File: config.mk
export PLATFORM = sky130hd
export DESIGN_NAME = mac_row_feeder
export DESIGN_NICKNAME = d
export VERILOG_FILES = /design/src/rtl/mac_pkg.sv /design/src/rtl/mac_row_feeder.sv
export SDC_FILE = /design/constraint.sdc
export NUM_CORES = 1
export LEC_CHECK = 0
export ABC_AREA = 0
export BUFFER_PORTS_ARGS = -buffer_cell sky130_fd_sc_hd__clkbuf_2
export CORE_MARGIN = 4
export CORE_UTILIZATION = 57
export CTS_BUF_LIST = sky130_fd_sc_hd__clkbuf_8
export CTS_CLUSTER_DIAMETER = 120
export CTS_CLUSTER_SIZE = 25
export DETAILED_ROUTE_END_ITERATION = 10
export PLACE_DENSITY = 0.85
export SYNTH_ARGS = -nofsm -noshare
export SYNTH_HDL_FRONTEND = slang
export SYNTH_SLANG_ARGS = --single-unit
File: constraint.sdc
create_clock -name clk -period 2.8 [get_ports clk]
set_input_delay 0.14 -clock clk [delete_from_list [all_inputs] [get_ports clk]]
set_output_delay 0.14 -clock clk [all_outputs]
set_load 0.01 [all_outputs]
File: src/rtl/mac_pkg.sv
// ----------------------------------------------------------------------------
// mac_pkg -- shared definitions for the MAC row feeder.
//
// Contents:
//   * Row instruction encoding (inst_w = {mode, exec, weight_load}).
//   * Feeder FSM state enumeration.
//   * make_inst(): assembles a row instruction from its three flag bits.
// ----------------------------------------------------------------------------
package mac_pkg;

    // Row instruction encoding
    localparam logic [2:0] INST_NOP       = 3'b000;
    localparam int         INST_WLOAD_BIT = 0;
    localparam int         INST_EXEC_BIT  = 1;
    localparam int         INST_MODE_BIT  = 2;

    // Feeder FSM states
    typedef enum logic [1:0] {
        ST_IDLE  = 2'b00,
        ST_LOAD  = 2'b01,
        ST_EXEC  = 2'b10,
        ST_DRAIN = 2'b11
    } state_e;

    // Build a row instruction word from its flag bits.
    function automatic logic [2:0] make_inst(input logic mode_b,
                                             input logic exec_b,
                                             input logic wload_b);
        logic [2:0] inst_v;
        inst_v                 = INST_NOP;
        inst_v[INST_MODE_BIT]  = mode_b;
        inst_v[INST_EXEC_BIT]  = exec_b;
        inst_v[INST_WLOAD_BIT] = wload_b;
        return inst_v;
    endfunction

endpackage : mac_pkg

File: src/rtl/mac_row_feeder.sv
// ----------------------------------------------------------------------------
// mac_row_feeder -- sequences a weight load followed by activation streaming
// into a row of MAC columns.
//
// A start request in IDLE latches the operand mode and opens LOAD, where a
// fixed number of weight beats (2*col in 2-bit mode, col in 4-bit mode) is
// accepted. EXEC then streams activation beats until one flagged s_last is
// accepted, after which DRAIN issues col bubble cycles and done pulses.
// Every accepted beat is forwarded to the row one cycle later, split into
// two half-nibble lanes, together with its row instruction.
//
// Parameters:
//   bw    - width of each half-nibble lane to the row
//   b_bw  - width of one upstream beat (2*bw)
//   col   - number of MAC columns fed
//
// Ports:
//   clk        in   rising-edge clock
//   reset      in   asynchronous active-low reset
//   start      in   begin a load-then-execute sequence (IDLE only)
//   mode       in   0 = 2-bit, 1 = 4-bit; latched when start is accepted
//   s_valid    in   upstream beat valid
//   s_data     in   upstream beat (weight in LOAD, activation in EXEC)
//   s_last     in   final activation beat marker
//   s_ready    out  beat accepted this cycle when s_valid is also high
//   in_w0      out  low half of the forwarded beat
//   in_w1      out  high half of the forwarded beat
//   inst_w     out  row instruction {mode, exec, weight_load}
//   busy       out  sequence in progress
//   done       out  one-cycle completion pulse
//   act_count  out  (MAC_FEEDER_ACT_CNT_EN only) saturating count of
//                   activation beats accepted since the last start
//
// Build option: define MAC_FEEDER_ACT_CNT_EN to add the act_count output.
// ----------------------------------------------------------------------------
module mac_row_feeder
    import mac_pkg::*;
#(
    parameter int bw   = 2,
    parameter int b_bw = 4,
    parameter int col  = 4
) (
    input  logic            clk,
    input  logic            reset,
    input  logic            start,
    input  logic            mode,
    input  logic            s_valid,
    input  logic [b_bw-1:0] s_data,
    input  logic            s_last,
    output logic            s_ready,
    output logic [bw-1:0]   in_w0,
    output logic [bw-1:0]   in_w1,
    output logic [2:0]      inst_w,
    output logic            busy,
    output logic            done
`ifdef MAC_FEEDER_ACT_CNT_EN
    ,
    output logic [15:0]     act_count
`endif
);

    localparam int CW = $clog2(2 * col + 1);

    // Terminal counter values: last weight beat of each mode, last drain cycle
    localparam logic [CW-1:0] LOAD2_LAST = CW'(2 * col - 1);
    localparam logic [CW-1:0] LOAD4_LAST = CW'(col - 1);
    localparam logic [CW-1:0] DRAIN_LAST = CW'(col - 1);

    state_e          state_q, state_d;
    logic            mode_q,  mode_d;
    logic [CW-1:0]   cnt_q,   cnt_d;
    logic [bw-1:0]   w0_q,    w0_d;
    logic [bw-1:0]   w1_q,    w1_d;
    logic [2:0]      inst_q,  inst_d;
    logic            done_q,  done_d;

    logic            ready_s;
    logic            accept_s;
    logic [CW-1:0]   load_last_s;

    // Handshake decode and weight-count target for the latched mode
    always_comb begin
        ready_s     = (state_q == ST_LOAD) || (state_q == ST_EXEC);
        accept_s    = s_valid && ready_s;
        load_last_s = mode_q ? LOAD4_LAST : LOAD2_LAST;
    end

    // FSM next-state, mode latch and beat/drain counter
    always_comb begin
        state_d = state_q;
        mode_d  = mode_q;
        cnt_d   = cnt_q;
        done_d  = 1'b0;
        case (state_q)
            ST_IDLE: begin
                if (start) begin
                    mode_d  = mode;
                    cnt_d   = '0;
                    state_d = ST_LOAD;
                end else begin
                    state_d = ST_IDLE;
                end
            end
            ST_LOAD: begin
                // Only the weight count ends LOAD; s_last is not consulted.
                if (accept_s) begin
                    if (cnt_q == load_last_s) begin
                        cnt_d   = '0;
                        state_d = ST_EXEC;
                    end else begin
                        cnt_d   = cnt_q + CW'(1);
                    end
                end else begin
                    state_d = ST_LOAD;
                end
            end
            ST_EXEC: begin
                if (accept_s && s_last) begin
                    cnt_d   = '0;
                    state_d = ST_DRAIN;
                end else begin
                    state_d = ST_EXEC;
                end
            end
            ST_DRAIN: begin
                // done is registered, so it lands on the row output cycle
                // that follows the last drain cycle, in step with the data.
                if (cnt_q == DRAIN_LAST) begin
                    cnt_d   = '0;
                    done_d  = 1'b1;
                    state_d = ST_IDLE;
                end else begin
                    cnt_d   = cnt_q + CW'(1);
                end
            end
            default: begin
                state_d = ST_IDLE;
                mode_d  = 1'b0;
                cnt_d   = '0;
            end
        endcase
    end

    // Row output: forward the accepted beat, otherwise issue a bubble
    always_comb begin
        if (accept_s) begin
            w0_d   = s_data[bw-1:0];
            w1_d   = s_data[b_bw-1:bw];
            inst_d = make_inst(mode_q, state_q == ST_EXEC, state_q == ST_LOAD);
        end else begin
            w0_d   = '0;
            w1_d   = '0;
            inst_d = INST_NOP;
        end
    end

    // State and output registers
    always_ff @(posedge clk or negedge reset) begin
        if (!reset) begin
            state_q <= ST_IDLE;
            mode_q  <= 1'b0;
            cnt_q   <= '0;
            w0_q    <= '0;
            w1_q    <= '0;
            inst_q  <= INST_NOP;
            done_q  <= 1'b0;
        end else begin
            state_q <= state_d;
            mode_q  <= mode_d;
            cnt_q   <= cnt_d;
            w0_q    <= w0_d;
            w1_q    <= w1_d;
            inst_q  <= inst_d;
            done_q  <= done_d;
        end
    end

    assign s_ready = ready_s;
    assign busy    = (state_q != ST_IDLE);
    assign in_w0   = w0_q;
    assign in_w1   = w1_q;
    assign inst_w  = inst_q;
    assign done    = done_q;

`ifdef MAC_FEEDER_ACT_CNT_EN
    logic [15:0] act_q, act_d;

    // Activation beat counter: clears on an accepted start, saturates
    always_comb begin
        if ((state_q == ST_IDLE) && start) begin
            act_d = 16'd0;
        end else if ((state_q == ST_EXEC) && accept_s && (act_q != 16'hFFFF)) begin
            act_d = act_q + 16'd1;
        end else begin
            act_d = act_q;
        end
    end

    // Activation counter register
    always_ff @(posedge clk or negedge reset) begin
        if (!reset) begin
            act_q <= 16'd0;
        end else begin
            act_q <= act_d;
        end
    end

    assign act_count = act_q;
`endif

endmodule : mac_row_feeder

==> results of run 1 <==
layout by cell type, fill, tap and decap left out:
master	n
sky130_fd_sc_hd__nor3b_1	2
sky130_fd_sc_hd__o31ai_2	1
sky130_fd_sc_hd__and2_2	1
sky130_fd_sc_hd__o21a_1	1
sky130_fd_sc_hd__o21ai_1	3
sky130_fd_sc_hd__o21ai_0	4
sky130_fd_sc_hd__inv_1	5
sky130_fd_sc_hd__a41oi_1	1
sky130_fd_sc_hd__a31o_2	1
sky130_fd_sc_hd__and3_2	6
sky130_fd_sc_hd__dfrtp_1	15
sky130_fd_sc_hd__dlygate4sd3_1	1
sky130_fd_sc_hd__a21oi_1	1
sky130_fd_sc_hd__xnor2_1	1
sky130_fd_sc_hd__nand2b_1	2
sky130_fd_sc_hd__a221o_1	1
sky130_fd_sc_hd__nand2_1	5
sky130_fd_sc_hd__nor2_1	2
sky130_fd_sc_hd__nor2b_1	2
sky130_fd_sc_hd__nand2b_4	1
sky130_fd_sc_hd__nand3_1	3
sky130_fd_sc_hd__o32a_1	1
sky130_fd_sc_hd__a22oi_1	1
sky130_fd_sc_hd__clkbuf_8	3
sky130_fd_sc_hd__mux2_2	2
sky130_fd_sc_hd__clkbuf_2	19
sky130_fd_sc_hd__ha_1	6
registers in the layout, summed over array words and instances, names as in the netlist, named ones only:
signal	flops
cnt_q	4
done	1
in_w0	2
in_w1	2
inst_w	3
mode_q	1
state_q	1
cells in the mapped netlist (all sizes together):
| library cell | count |
|---|---|
| a22oi | 1 |
| a221o | 1 |
| o31ai | 1 |
| xnor2 | 1 |
| a21oi | 1 |
| dfrtp | 15 |
| nand2 | 5 |
| a41oi | 1 |
| inv | 4 |
| ha | 6 |
| buf | 1 |
| nand2b | 3 |
| mux2 | 2 |
| o21a | 1 |
| a31o | 1 |
| nand3 | 3 |
| o32a | 1 |
| nor3b | 2 |
| nor2 | 2 |
| and3 | 6 |
| nor2b | 2 |
| and2 | 1 |
| o21ai | 7 |
critical path, cell delays in order, from the launching register on:
cell and delay [ps]:
sky130_fd_sc_hd__dfrtp_1 400, sky130_fd_sc_hd__inv_1 120, sky130_fd_sc_hd__ha_1 440, sky130_fd_sc_hd__nand3_1 100
sky130_fd_sc_hd__a221o_1 390, sky130_fd_sc_hd__a22oi_1 250, sky130_fd_sc_hd__o31ai_2 100
path summary, 6_finish.rpt:
path / from / endpoint / cells after the start
min: mode / mode_q / 2
min reg2reg: cnt_q[0] / cnt_q[0] / 1
max: state_q[0] / cnt_q[3] / 6
min in group asynchronous: reset / in_w1[0] / 2
max reg2reg: state_q[0] / cnt_q[3] / 6
max in group asynchronous: reset / mode_q / 2
through the flow:
stage | util, % | instance area (um^2) | total power [mW]
floorplan | - | 757 | 0.606
global placement | 73.6 | 862 | 0.708
detailed placement | 73.6 | 862 | 0.732
CTS | 78.3 | 917 | 0.913
global route | 78.3 | 917 | 0.976
finish | 78.3 | 917 | 0.914
timing repair:
| action | CTS | global route |
|---|---|---|
| hold endpoints to repair | 15 | 0 |
| endpoints found under the setup margin | 0 | 0 |
| hold buffers | 1 | 0 |
report_power, final:
| group | internal, mW | total [mW] | switching, mW |
|---|---|---|---|
| sequential | 0.276 | 0.320 | 0.0442 |
| clock | 0.0970 | 0.169 | 0.0721 |
| combinational | 0.187 | 0.425 | 0.238 |
| total | 0.560 | 0.914 | 0.355 |
cells by family (layout without fill, tap and decap cells):
family	after synthesis	count (layout)	synth area share, %
compound gates	15	15	13.9
xor+xnor	1	1	1.16
fa+ha+maj	6	6	9.92
buf+inv	5	28	2.97
flops	15	15	49.6
mux	2	2	2.97
simple gates	24	24	19.5
cell type report:
class / instances / area (um^2)
clock buffers: 3 / 41.3
fillers: 71 / 254
inverters: 4 / 15.0
multi-input cells: 48 / 359
well taps: 14 / 17.5
repair buffers: 20 / 105
flip-flops and latches: 15 / 375
clock inverters: 1 / 3.75
metal layers:
metal	track usage [%]	routed length (um)
met2	33.1	853
met5	0	0
met1	23.4	708
met3	4.07	99
met4	7.23	29
==> summary.txt, run 1 <==
Run status = finished, final reports clean
DRT antenna net count = 0
Biggest area contributors in the synthesized netlist = sky130_fd_sc_hd__dfrtp_1, sky130_fd_sc_hd__ha_1, sky130_fd_sc_hd__and3_2, sky130_fd_sc_hd__mux2_2, sky130_fd_sc_hd__o21ai_0
Share of the cycle needed by the critical path after routing = 69.0%
Flop and latch count out of synthesis = 15
Net Count, Synth = 84
Starting Density = 64.6%
Clock latency on the worst-skew pair = 240 ps
Type of element capturing the critical path = flop
Global-route wire length before repair = 2730 um
Total global-route track usage = 19.3%
Number of DRC violations after detailed routing = 0
Power density cells = 997 nW/um^2
Critical path data required time = 2920 ps
Die outline width = 44.4 um
Final worst path period need = 1930 ps
Height of the die = 44.4 um
Placer congestion estimate = 0.758
Worst-Margin Slew = 370 ps
Hold Crit Class = in2reg
Cell leakage power = 0.480 nW
Vias = 632
Input/output buffers = 19
Clock transition at the registers of the reported paths = 60 ps
Total number of nets in the final design = 108
Clock tree from TritonCTS = yes
Number of DRC violations after detailed-routing iteration 0 = 18
Placeable core region = 1170 um^2
Area growth from synthesis to final layout = 21.2%
Initial antenna violation count = 0
CTS sink count = 15
Post-CTS setup buffer count = 0
Top-Level Pins = 20
R2R Setup Slk = 870 ps
Via/cell ratio = 6.02
Minimum setup slack after placement = 878 ps
CTS Root Cell = sky130_fd_sc_hd__clkbuf_8
Maximum number of pins on one net before global-route repair = 16
Worst-case headroom to the max-slew limit = 75.4%
Number of warnings issued by yosys = 0
Detailed Routing Iterations Pass 1 = 4
Gate Count Post-Synth = 68
Worst path setup slack after routing = 869 ps
Worst-case vdd ir drop = 674 uV
# setup viols final = 0
Critical path class = reg2reg
Vias in the first global route = 610
Maximum root-to-sink buffer count = 2
Data arrival time of the critical path = 2050 ps
Final cell count without fillers = 105
Number of standard-cell rows in the floorplan = 12
Total instance count after detailed placement = 100
Detailed-route wire length per cell = 16.1 um
Area leader, netlist = sky130_fd_sc_hd__dfrtp_1
Number of antenna diodes = 0
Routed WL = 1690 um
Layout cell share with drive strength beyond 1 = 37.4%
Worst Setup Start Kind = flop
Number of CTS-inserted buffers = 3
H-Tree Depth = 1
Number of distinct library cells after synthesis = 25
Max Freq = 518 MHz
Count of maximum capacitance violations = 0
Resized Gates After CTS = 0
Cell area after technology mapping = 757 um^2
Final count of hold timing violations = 0
Total negative setup slack = 0 ps
Final max-slew violation count = 0
Die Footprint = 1970 um^2
Unrepaired setup endpoints after global routing = no
Mean instance size in the synthesized netlist = 11.1 um^2
Maximum fanout count along the critical path = 9
Total overflow reported by the global router = 0
Smallest hold slack = 130 ps
Area fraction of the dominant cell type after synthesis = 49.6%
Worst setup skew after layout = 0.857 ps
Sequential element share of the synthesized area = 49.6%
Dpl hpwl = 1200 um
Power figures use the tool's default switching activity.
==> run 2: changes to the inputs <==
CORE_UTILIZATION = 48   (was 57)
PLACE_DENSITY = 0.77   (was 0.85)
clock period = 1.7 ns   (was 2.8 ns; I/O delays follow)
==> run 2 against run 1 <==
Non-clock buffer count increased by 6. Power increased by 88%. Sequential share of layout area decreased by 4.4 points. Register-to-register slack got worse by 830 ps. Critical path type unchanged. Sequential power increased by 67%. Final area increased by 12%. Die area increased by 15%. Utilization decreased by 10 points.
==> summary.txt, run 2 (synthesis gave the netlist of run 1 again) <==
Max Freq = 604 MHz
Cell leakage power = 0.512 nW
Most frequent standard cell in the layout excluding fill and tap cells = sky130_fd_sc_hd__clkbuf_2
Input/output buffers = 19
Data arrival time of the critical path = 1780 ps
Number of DRC violations after detailed routing = 0
Via/cell ratio = 5.37
Number of DRC violations after detailed-routing iteration 0 = 4
Maximum root-to-sink buffer count = 2
Worst Setup Start Kind = flop
Worst setup skew after layout = 1.96 ps
Worst path setup slack after routing = 44.1 ps
Minimum setup slack after placement = -65.9 ps
Worst-case headroom to the max-slew limit = 74.6%
Count of maximum capacitance violations = 0
Placer congestion estimate = 0.808
Critical path data required time = 1820 ps
Area growth from synthesis to final layout = 36.0%
Total number of nets in the final design = 114
Layout cell share with drive strength beyond 1 = 52.6%
Number of antenna diodes = 0
Type of element capturing the critical path = flop
Clock transition at the registers of the reported paths = 60 ps
Terminus of the critical flop-to-flop path = cnt_q[3]
CTS Root Cell = sky130_fd_sc_hd__clkbuf_8
Vias = 607
Die Footprint = 2280 um^2
Slowest cell on crit path = sky130_fd_sc_hd__dfrtp_2
Number of CTS-inserted buffers = 3
Hold path startpoint = mode
Height of the die = 47.7 um
H-Tree Depth = 1
List of cells traversed by the critical path = inv_2 -> buf_4 -> ha_4 -> a221o_1 -> a22oi_2 -> o31ai_4
Initial antenna violation count = 0
# setup viols final = 0
Flip-flop count of the largest register after layout = 4
Detailed Routing Iterations Pass 1 = 3
Worst-Margin Slew = 381 ps
Clock latency on the worst-skew pair = 250 ps
Total instance count after detailed placement = 106
Clock tree from TritonCTS = yes
Placeable core region = 1510 um^2
Power density cells = 1670 nW/um^2
Final count of hold timing violations = 0
Dpl hpwl = 1220 um
Final cell count without fillers = 113
Register with the most flip-flops = cnt_q
Final max-slew violation count = 0
R2R Setup Slk = 40 ps
Run status = finished, final reports clean
DRT antenna net count = 0
Maximum fanout count along the critical path = 4
Total global-route track usage = 16.1%
Worst reg2reg startpoint = state_q[0]
Detailed-route wire length per cell = 15.5 um
CP top delay family = compound AO/OA/AOI/OAI gates
Cell depth of the worst flop-to-flop path = 6
Routed WL = 1750 um
Starting Density = 50.2%
Total overflow reported by the global router = 0
CTS sink count = 15
Share of the cycle needed by the critical path after routing = 97.4%
Die outline width = 47.7 um
Slowest cell delay on critical path = 420 ps
Commonest non-fill, non-tap cells in the layout = sky130_fd_sc_hd__clkbuf_2, sky130_fd_sc_hd__dfrtp_1, sky130_fd_sc_hd__and3_2, sky130_fd_sc_hd__buf_4, sky130_fd_sc_hd__nand2_1
Worst path buffer plus inverter count = 2
Critical path class = reg2reg
Total negative setup slack = 0 ps
Final cell utilization of the core = 68.4%
Global-route wire length before repair = 2480 um
Worst-case vdd ir drop = 931 uV
Final Cell Area = 1030 um^2
Instance area at placement = 897 um^2
Vias in the first global route = 559
Endpoint of the worst hold path = mode_q
Number of standard-cell rows in the floorplan = 14
WHS Path Cells = 2
Final worst path period need = 1660 ps
Maximum number of pins on one net before global-route repair = 16
Hold Crit Class = in2reg
Top-Level Pins = 20
run 2: cell count changes in the layout (fill, tap and decap cells not counted), moves of 2 or more:
cell and change:
sky130_fd_sc_hd__buf_4 +6, sky130_fd_sc_hd__ha_1 -3, sky130_fd_sc_hd__ha_4 +3, sky130_fd_sc_hd__inv_1 -3, sky130_fd_sc_hd__inv_2 +2, sky130_fd_sc_hd__o21ai_0 -2
run 2: timing repair:
| item | in CTS | in global routing |
|---|---|---|
| hold buffers | 1 | 0 |
| gates resized for setup | 4 | 11 |
| pin swaps | 3 | 3 |
| buffers inserted | 2 | 0 |
| endpoints found under the setup margin | 2 | 5 |
| endpoints found under the hold margin | 15 | 0 |
| gates cloned | 0 | 0 |
run 2: worst max path at each step:
stage | to | start | slack (ps) | cells past startpoint
6_report | cnt_q[3] | state_q[0] | 40 | 6
5_1_grt | cnt_q[3] | state_q[0] | -1 | 6
4_1_cts | cnt_q[3] | state_q[0] | 6 | 6
3_5_place_dp | cnt_q[3] | state_q[0] | -70 | 6
3_3_place_gp | cnt_q[3] | state_q[0] | 80 | 6
2_1_floorplan | cnt_q[3] | state_q[0] | 6 | 6
run 2: layout make-up:
type | instances | area [um^2]
fillers | 117 | 477
clock inverters | 1 | 5.00
multi-input cells | 48 | 422
clock buffers | 3 | 41.3
well taps | 16 | 20.0
repair buffers | 26 | 150
inverters | 4 | 15.0
flip-flops and latches | 15 | 377
run 2: metal layers:
layer | global-route usage (%) | up-vias | wire length [um]
met5 | 0 | - | 0
met4 | 4.84 | 0 | 39
met3 | 6.77 | 4 | 77
li1 | - | 299 | -
met1 | 18.3 | 293 | 661
met2 | 27.2 | 11 | 975
run 2: worst reg2reg max path, cell delays in order, from the launching register on:
cell and delay (ps):
sky130_fd_sc_hd__dfrtp_2 420, sky130_fd_sc_hd__inv_2 70, sky130_fd_sc_hd__buf_4 150, sky130_fd_sc_hd__ha_4 160
sky130_fd_sc_hd__a221o_1 380, sky130_fd_sc_hd__a22oi_2 250, sky130_fd_sc_hd__o31ai_4 100
run 2: power breakdown:
| group | switching, mW | internal (mW) |
|---|---|---|
| clock | 0.122 | 0.162 |
| sequential | 0.0787 | 0.457 |
| combinational | 0.448 | 0.447 |
run 2: per-stage QoR:
step / hold slack [ps] / total power [mW]
after global routing: 76.4 / 1.86
after detailed placement: 16.5 / 1.28
final: 72.4 / 1.71
after CTS: 66.7 / 1.65
after floorplan: -211 / 1.01
after global placement: 12.1 / 1.24
==> run 3: changes to the inputs <==
clock period = 1.4 ns   (was 1.7 ns; I/O delays follow)
==> run 3 against run 2 <==
The flow now finishes with violations (setup timing). Non-clock buffer count rose by 13. Via count rose by 5.4%. Sequential power rose by 19%. Routed wire length rose by 0.40%. Hold slack got worse by 26 ps. Sequential cell count did not move. Critical path depth did not move. Maximum frequency rose by 1.3%. Worst setup slack got worse by 280 ps. Critical endpoint unchanged. Largest cell class unchanged. Largest power group unchanged.
==> summary.txt, run 3 (synthesis gave the netlist of run 1 again) <==
Switching Share = 36.4%
Instance area at placement = 1020 um^2
Final worst path period need = 1630 ps
Detailed-route wire length per cell = 14.0 um
Height of the die = 47.7 um
Met3 demand-to-capacity share in global routing = 3.38%
Share of power burned in registers = 28.5%
Maximum number of pins on one net before global-route repair = 16
Slowest cell on crit path = sky130_fd_sc_hd__dfrtp_2
Total number of nets in the final design = 127
Clock tree from TritonCTS = yes
Worst-case headroom to the max-slew limit = 75.5%
Clock latency on the worst-skew pair = 250 ps
Total global-route track usage = 18.5%
Number of DRC violations after detailed routing = 0
Clock transition at the registers of the reported paths = 60 ps
Int Power = 1.42 mW
Part of the total power dissipated in combinational logic = 55.7%
Starting Density = 50.2%
Final count of hold timing violations = 0
Vias = 640
# setup viols final = 6
Flip-flop count of the largest register after layout = 4
Power density cells = 2020 nW/um^2
Worst path setup slack after routing = -234 ps
CP top delay family = compound AO/OA/AOI/OAI gates
Dpl hpwl = 1300 um
Global Route met1 Usage = 20.5%
Worst-Margin Slew = 367 ps
Maximum root-to-sink buffer count = 2
Via/cell ratio = 5.08
Unrepaired setup endpoints after global routing = yes
Area growth from synthesis to final layout = 46.3%
Input/output buffers = 19
Final cell utilization of the core = 73.5%
Most utilized layer in the global route result = met2
Number of antenna diodes = 0
Detailed Routing Iterations Pass 1 = 4
Number of CTS-inserted buffers = 3
Routed WL = 1760 um
Slowest cell delay on critical path = 410 ps
Run status = finished with violations
Number of DRC violations after detailed-routing iteration 0 = 3
Layout cell share with drive strength beyond 1 = 58.2%
Register with the most flip-flops = cnt_q
Commonest non-fill, non-tap cells in the layout = sky130_fd_sc_hd__clkbuf_2, sky130_fd_sc_hd__buf_4, sky130_fd_sc_hd__dfrtp_1
Initial antenna violation count = 0
Placeable core region = 1510 um^2
Number of standard-cell rows in the floorplan = 14
Final Cell Area = 1110 um^2
Worst-case vdd ir drop = 1390 uV
List of cells traversed by the critical path = inv_2 -> ha_4 -> nand3_2 -> a221o_1 -> nand2b_4 -> o31ai_2
H-Tree Depth = 1
Global-route wire length before repair = 2850 um
Global routing usage on met2 = 33.0%
Switching component of the power = 0.813 mW
R2R Setup Slk = -230 ps
Type of element capturing the critical path = flop
Die Footprint = 2280 um^2
Final max-slew violation count = 0
Total negative setup slack = -990 ps
Hold Crit Class = in2reg
Worst Setup Start Kind = flop
Worst setup skew after layout = 4.97 ps
Top-Level Pins = 20
Share of the cycle needed by the critical path after routing = 117%
Worst path buffer plus inverter count = 1
Maximum fanout count along the critical path = 6
Vias in the first global route = 656
Count of maximum capacitance violations = 0
Die outline width = 47.7 um
Cell leakage power = 0.574 nW
DRT antenna net count = 0
Data arrival time of the critical path = 1790 ps
CTS Root Cell = sky130_fd_sc_hd__clkbuf_8
Total overflow reported by the global router = 0
Failing checks = setup timing
Clock power frac = 15.7%
Critical path data required time = 1560 ps
CTS sink count = 15
Critical path class = reg2reg
Max Freq = 612 MHz
Placer congestion estimate = 0.774
[run 3: cell types whose count changed in the layout (fill, tap and decap cells not counted), sizes merged]
cell,delta
buf,+13
[run 3: layout make-up]
cell class,instances,area (um^2)
Fill cell,111,399
Clock inverter,1,5.00
Tap cell,16,20.0
Multi-Input combinational cell,48,402
Inverter,4,15.0
Clock buffer,3,41.3
Sequential cell,15,377
Timing Repair Buffer,39,248
[run 3: worst paths after layout]
path	from	cells past startpoint	endpoint
worst max-delay path	state_q[0]	6	cnt_q[3]
worst min-delay path	mode	2	mode_q
worst max register to register	state_q[0]	6	cnt_q[3]
worst min register to register	cnt_q[3]	2	cnt_q[3]
max in group asynchronous	reset	2	state_q[0]
min in group asynchronous	reset	2	inst_w[0]
[run 3: timing repair]
item / CTS / global route
endpoints found under the setup margin: 6 / 7
gates resized for setup: 5 / 3
endpoints found under the hold margin: 15 / 0
setup buffers: 1 / 0
pin swaps: 3 / 1
hold buffers: 1 / 0
[run 3: per-stage QoR]
step                      total power, mW  hold WS [ps]  setup WS [ps]  std cells
after floorplan                      1.29          -226           -197         68
final                                2.23          45.9           -234        126
after global routing                 2.41          51.5           -340        126
after CTS                            2.20          45.8           -203        126
after detailed placement             1.80          2.75           -202        120
after global placement               1.75        -0.538           -158        120
[run 3: power by group through the flow]
stage	clock [mW]	sequential (mW)	combinational [mW]
after floorplan	0	0.658	0.627
after global placement	0	0.623	1.12
after detailed placement	0	0.631	1.17
after CTS	0.361	0.626	1.22
after global routing	0.377	0.653	1.38
final	0.351	0.637	1.24
[run 3: per-layer routing]
metal	part of all wire, %	up-vias
met5	0	-
met4	1.6	0
met3	2.8	4
met2	54	12
met1	42	299
li1	-	325
